==> src/rtl/text_fetch_arbiter.sv <==
// Text-mode VRAM fetch: one display read per 32-pixel slot, CPU accesses fill the idle cycles.
// Optional CTRL_SHADOW_EN: control_out updates only at the frame boundary (tear-free).
module text_fetch_arbiter #(
    parameter int H_ACTIVE   = 640,
    parameter int V_ACTIVE   = 480,
    parameter int VRAM_DEPTH = 600
) (
    input  logic        pixel_clk,
    input  logic        reset,
    input  logic [9:0]  draw_x,
    input  logic [9:0]  draw_y,
    input  logic        vde,
    input  logic [31:0] control_in,
    input  logic        cpu_req,
    input  logic        cpu_we,
    input  logic [9:0]  cpu_addr,
    input  logic [31:0] cpu_wdata,
    output logic [31:0] cpu_rdata,
    output logic        cpu_ack,
    output logic        vram_en,
    output logic        vram_we,
    output logic [9:0]  vram_addr,
    output logic [31:0] vram_wdata,
    input  logic [31:0] vram_rdata,
    output logic [7:0]  code_out,
    output logic [9:0]  draw_x_out,
    output logic [9:0]  draw_y_out,
    output logic        vde_out,
    output logic [31:0] control_out
);

    localparam logic [10:0] H_LIM     = 11'(H_ACTIVE);
    localparam logic [10:0] DEPTH_LIM = 11'(VRAM_DEPTH);
`ifdef CTRL_SHADOW_EN
    localparam logic [9:0]  V_LINE    = 10'(V_ACTIVE);
`endif

    typedef enum logic [1:0] {IDLE, GRANT, DONE} cpu_state_t;

    cpu_state_t  state, state_nxt;
    logic        slot;
    logic        slot_d;
    logic [9:0]  slot_addr;
    logic        cpu_go;
    logic        in_range;
    logic        acc_rd;
    logic [31:0] word_reg;
    logic [9:0]  x_d1, y_d1;
    logic        vde_d1;

    assign slot      = vde && (draw_x[4:0] == 5'd0) && ({1'b0, draw_x} < H_LIM);
    assign slot_addr = {4'd0, draw_y[9:4]} * 10'd20 + {5'd0, draw_x[9:5]};
    assign in_range  = {1'b0, cpu_addr} < DEPTH_LIM;

    always_comb begin
        state_nxt = state;
        cpu_go    = 1'b0;
        cpu_ack   = 1'b0;
        case (state)
            IDLE: begin
                if (cpu_req && !slot) begin
                    cpu_go    = 1'b1;
                    state_nxt = GRANT;
                end
            end
            GRANT: state_nxt = DONE;
            DONE: begin
                // Gated so a reset landing in DONE never leaks an ack.
                cpu_ack   = !reset;
                state_nxt = IDLE;
            end
            default: state_nxt = IDLE;
        endcase
    end

    // The CPU only touches the port in its IDLE accept cycle, so a slot
    // coinciding with GRANT/DONE owns the port without disturbing the CPU.
    always_comb begin
        vram_en    = 1'b0;
        vram_we    = 1'b0;
        vram_addr  = '0;
        vram_wdata = '0;
        if (!reset) begin
            if (slot) begin
                vram_en   = 1'b1;
                vram_addr = slot_addr;
            end else if (cpu_go && in_range) begin
                vram_en    = 1'b1;
                vram_we    = cpu_we;
                vram_addr  = cpu_addr;
                vram_wdata = cpu_wdata;
            end
        end
    end

    always_ff @(posedge pixel_clk) begin
        if (reset) begin
            state      <= IDLE;
            acc_rd     <= 1'b0;
            cpu_rdata  <= '0;
            slot_d     <= 1'b0;
            word_reg   <= '0;
            x_d1       <= '0;
            y_d1       <= '0;
            vde_d1     <= 1'b0;
            draw_x_out <= '0;
            draw_y_out <= '0;
            vde_out    <= 1'b0;
        end else begin
            state <= state_nxt;
            if (cpu_go)
                acc_rd <= !cpu_we && in_range;
            // Writes and out-of-range reads return zero.
            if (state == GRANT)
                cpu_rdata <= acc_rd ? vram_rdata : '0;
            slot_d <= slot;
            if (slot_d)
                word_reg <= vram_rdata;
            x_d1       <= draw_x;
            y_d1       <= draw_y;
            vde_d1     <= vde;
            draw_x_out <= x_d1;
            draw_y_out <= y_d1;
            vde_out    <= vde_d1;
        end
    end

    always_ff @(posedge pixel_clk) begin
        if (reset) begin
            control_out <= '0;
`ifdef CTRL_SHADOW_EN
        end else if (draw_x == 10'd0 && draw_y == V_LINE) begin
            control_out <= control_in;
`else
        end else begin
            control_out <= control_in;
`endif
        end
    end

    // Lowest byte of the word is the leftmost character of the 4-char group.
    assign code_out = word_reg[{draw_x_out[4:3], 3'b000} +: 8];

endmodule
==> config.mk <==
export PLATFORM = sky130hd
export DESIGN_NAME = text_fetch_arbiter
export DESIGN_NICKNAME = d
export VERILOG_FILES = /design/src/rtl/text_fetch_arbiter.sv
export SDC_FILE = /design/constraint.sdc
export NUM_CORES = 1
export LEC_CHECK = 0
export BUFFER_PORTS_ARGS = -buffer_cell sky130_fd_sc_hd__buf_2
export CORE_MARGIN = 2
export CORE_UTILIZATION = 30
export DETAILED_ROUTE_END_ITERATION = 12
export SYNTH_ARGS = -nofsm -noshare
export SYNTH_HDL_FRONTEND = slang
export SYNTH_SLANG_ARGS = --single-unit
==> constraint.sdc <==
create_clock -name pixel_clk -period 3.23 [get_ports pixel_clk]
set_input_delay 0.1615 -clock pixel_clk [delete_from_list [all_inputs] [get_ports pixel_clk]]
set_output_delay 0.1615 -clock pixel_clk [all_outputs]
set_load 0.005 [all_outputs]
* Word-level counts from Yosys, hierarchy flattened
Cells that the tools add are included.
W data, S select, Z words.
** Cells by class
- $add $sub $neg :: 1
- Muxes and demuxes :: 18
- Shift operators :: 1
- Equal/unequal tests :: 3
- $lt $le $gt $ge :: 2
- Bitwise operators :: 0
- $mul :: 1
- Div/mod/pow operators :: 0
- Reductions and logical operators :: 10
** Operators by type and width (count)
- $mux W32 :: 4
- $shiftx A32 B6 Y8 :: 1
- $mux W10 :: 3
- $lt A10 B10 Y1 const B :: 2
- $add A10 B5 Y10 :: 1
- $mux W1 :: 9
- $mul A6 B3 Y8 const B :: 1
- $logic_and A1 B1 Y1 :: 5
- $logic_not A5 Y1 :: 1
- $pmux W2 S2 :: 1
- $logic_not A1 Y1 :: 3
- $eq A2 B1 Y1 const B :: 1
- $eq A2 B2 Y1 const B :: 1
- $logic_not A2 Y1 :: 1
- $mux W2 :: 1
- $ne A2 B2 Y1 const B :: 1
** Word-level totals
- Flip-flop bits (word level) :: 142
- RAM bits :: 0
- Output and inout bits :: 138
- ROM bits :: 0
- Memories kept :: 0
- Bits in latches :: 0
- Input bits :: 131
- Word-level logic and storage cells :: 48

* Longest topological paths before layout
- Word-level depth :: 11
- Depth in mapped cells :: 9
- Gate-level depth less buffers :: 9

* Least setup slack after synthesis
OpenSTA, ideal clock, no wires.
- Path kind :: input port to output port
- Start point :: input draw_y[5]
- End point :: output vram_addr[9]
- Data arrival time :: 2.084 ns
- Required time :: 3.069 ns
- Slack :: 0.984 ns
- Path buffers :: 0
- Stages on the path :: 9
- Path through :: ha_1 ha_1 inv_1 fa_1 nand2b_1 nor2_1 nor4b_1 xnor3_1 a22o_1
** On the way
- Longest elaborated chain between the ends :: 4
** Ends and longest elaborated chain
- start: declaration :: line 11 : input logic [9:0] draw_y,
- $mul A6 B3 Y8 :: line 52 : assign slot_addr = {4'd0, draw_y[9:4]} * 10'd20 + {5'd0, draw_x[9:5]};
- $add A10 B5 Y10 :: line 52
- $mux W10 :: line 84 : if (slot) begin
- $mux W10 :: line 83 : if (!reset) begin
- end: declaration :: line 22 : output logic [9:0] vram_addr,
Every way passes these cells.

* Final worst setup path
- Start point :: input draw_y[7]
- End point :: output vram_addr[9]
The elaborated chain is that of the path after synthesis.

==> results.sh <==
export IMPL_status="completed"
export IMPL_post_route_period_util_pct=94.4
export IMPL_holdPathStages=2
export IMPL_cpLargestDelayFamily="adder cells"
export IMPL_drv_cap=0
export IMPL_dp_cells=939
export IMPL_clock_sinks=142
export IMPL_worst_slew_pin_transition_ns=1.00
export IMPL_cts_made_buffers=17
export IMPL_maxSlewViolCount=0
export IMPL_instances_no_fill=1043
export IMPL_critical_path_slowest_cell="dlygate4sd3_1"
export IMPL_worst_setup_path_start_kind="primary input"
export IMPL_areaGrowthSynthToFinish_pct=55.5
export IMPL_drc=0
export IMPL_hold_violations=0
export IMPL_setup_tns_ns=0
export IMPL_synth_ff_type="dfxtp_1"
export IMPL_dieArea_sq_um=18500
export IMPL_port_buffer_count=268
export IMPL_multi_input_area_sq_um=2250
export IMPL_drive_above_1_share_pct=39.2
export IMPL_power_density_nw_per_um2=531
export IMPL_ys_top_cells_by_area="dfxtp_1, nor2b_1, mux2i_1"
export IMPL_synth_top_cell_area_share_pct=54.4
export IMPL_clk_pin_slew_worst_paths_ns=0.06
export IMPL_finalSetupViolCount=0
export IMPL_antenna_found_initial=1
export IMPL_arrival_ns=2.89
export IMPL_slowest_delay_ns=0.53
export IMPL_ir_drop_mv=0.353
export IMPL_grt_pass1_vias=4469
export IMPL_critPathBufInv=4
export IMPL_synth_seq_area_share_pct=54.4
export IMPL_stdcell_area_sq_um=8120
export IMPL_yosys_warnings=0
export IMPL_fin_crit_ns=3.05
export IMPL_whs_ns=0.0232
export IMPL_hp_class="in -> reg"
export IMPL_cts_path_max_buffers=2
export IMPL_max_freq_mhz=328
export IMPL_syn_nets=617
export IMPL_io_pin_count=269
export IMPL_worst_ep_required_time_ns=3.07
export IMPL_netlist_instances=473
export IMPL_core_sq_um=17200
export IMPL_firstDrtPassIters=4
export IMPL_dr_first_iter_drc_count=161
export IMPL_grt_pass1_wl_um=23300
export IMPL_postSynthAreaPerCell_sq_um=11.0
export IMPL_rsz0062_at_grt="no"
export IMPL_grt_max_degree=73
export IMPL_initial_core_util_pct=30.4
export IMPL_drt_wirelength_per_cell_um=14.7
export IMPL_async_flop_share_pct=0
export IMPL_fin_skew_ns=0.00721
export IMPL_wl_um=15300
export IMPL_placementRows=48
export IMPL_die_w_um=136
export IMPL_syn_cell_area_sq_um=5220
export IMPL_cp_depth=12
export IMPL_die_y_um=136
export IMPL_critical_path_class="in -> out"
export IMPL_path_max_fanout=3
export IMPL_ys_ff_latch=142
export IMPL_p_leak_nw=3.83
export IMPL_vias=4510
export IMPL_synth_cell_types=35
export IMPL_routed_via_density=4.32
export IMPL_antenna_left=0
export IMPL_clkLatencyLatePin_ns=0.41
export IMPL_grtUsageTotal_pct=16.5
export IMPL_overflow=0
export IMPL_relSlewSlack_pct=33.0
export IMPL_crit_path_cell_trace="dlygate4sd3_1 > buf_2 > ha_1 > ha_1 > inv_1 > fa_1 > nand2b_1 > nor2_2 > nor4b_4 > xnor3_1 > a22o_1 > buf_2"
export IMPL_clockRootBuffer="clkbuf_16"
export IMPL_r2r_cells=2
export IMPL_nNetsFinal=948
export IMPL_htreeDepth=4
export IMPL_nFillCells=1606
export IMPL_place_hpwl_um=10700
export IMPL_gp_congestion=0.781
export IMPL_final_seq_area_sq_um=2840
export IMPL_tritoncts="yes"
export IMPL_dpl_instance_area_sq_um=6760
export IMPL_total_power_mw=4.31
export IMPL_cp_end_kind="output port"
export IMPL_synth_edf_count=0
export IMPL_synth_largest_area_cell="dfxtp_1"
==> worst paths after layout <==
path / startpoint / endpoint / slack, ns
max: draw_y[7] / vram_addr[9] / 0.18
min: draw_x[5] / x_d1[5]$_SDFF_PP0_ / 0.02
max reg2reg: slot_d$_SDFF_PP0_ / word_reg[8]$_SDFFE_PP0P_ / 1.74
min reg2reg: x_d1[0]$_SDFF_PP0_ / draw_x_out[0]$_SDFF_PP0_ / 0.43
==> per-layer routing <==
metal  GRT usage [%]  vias up  routed length [um]
met5               0        -                   0
met4            6.66        0                 274
met3            5.85       20                1010
met2            27.0      174                7350
met1            19.8     2066                6680
li1                -     2250                   -
==> placed cells by master (no fill, tap or decap), types with 2 or more instances in the layout <==
master,n
buf_4,4
nor2_1,50
clkbuf_8,2
inv_1,9
nand2b_1,2
mux2i_1,34
o21ai_0,2
clkbuf_16,17
clkinvlp_4,3
xor2_1,2
mux4_2,8
and3_1,2
and2_1,35
ha_1,11
nor2b_1,74
a21oi_1,7
buf_2,267
nor3_1,2
bufinv_16,3
nand4_1,2
clkinv_4,2
inv_6,4
fa_1,2
dfxtp_1,141
a22oi_1,6
xnor2_1,3
a21o_1,3
dlygate4sd3_1,71
a22o_1,34
==> synth_stat cells, drive strengths merged (2+ instances only) <==
library cell,instances
a22o,34
mux4,8
nor3,2
a21o,3
a21oi,8
xor2,2
clkbuf,23
nor2b,74
ha,11
o21ai,3
mux2i,34
buf,7
fa,2
a22oi,6
nor2,51
and2,35
dfxtp,142
and3,2
nand2b,2
xnor2,3
nand4,2
inv,9
==> power by group <==
part | internal (mW) | leakage [nW] | switching, mW
logic | 0.235 | 2.37 | 0.191
clock network | 1.27 | 0.299 | 0.789
registers | 1.80 | 1.16 | 0.0193
==> cell type report <==
cell class	count	share of cell area, %
inverters	9	0.416
repair buffers	342	25.6
flip-flops and latches	142	35.0
well taps	225	3.47
diodes	1	0.0308
multi-input cells	292	27.7
clock inverters	13	2.17
clock buffers	19	5.58
==> worst register-to-register path, stage by stage, from the launching register on <==
cell	delay (ns)
dfxtp_2	0.98
mux2i_1	0.32
nor2_1	0.05
==> through the flow <==
stage / utilization, % / worst slack, ns
after floorplan: - / 0.984
after global placement: 39.3 / 0.632
after detailed placement: 39.3 / 0.599
after CTS: 47.1 / 0.0493
after global routing: 47.2 / 0.0439
final: 47.3 / 0.180
==> kinds of logic (layout without fill, tap and decap cells) <==
| logic type | count (synthesis) | after routing | synth area share [%] |
|---|---|---|---|
| fa+ha+maj | 13 | 13 | 3.40 |
| mux | 42 | 42 | 9.97 |
| compound gates | 57 | 57 | 9.27 |
| xor+xnor | 6 | 6 | 1.27 |
| simple gates | 174 | 174 | 18.7 |
| other cells | 0 | 1 | 0 |
| flops | 142 | 142 | 54.4 |
| buf+inv | 39 | 383 | 2.90 |
==> what timing repair did <==
| action | 4_1_cts | 5_1_grt |
|---|---|---|
| endpoints found under the hold margin | 80 | 0 |
| setup buffers | 0 | 0 |
| setup endpoints to repair | 0 | 1 |
| gates resized for setup | 0 | 3 |
| hold buffers | 71 | 0 |
No activity file was read; power rests on OpenSTA's default activity.
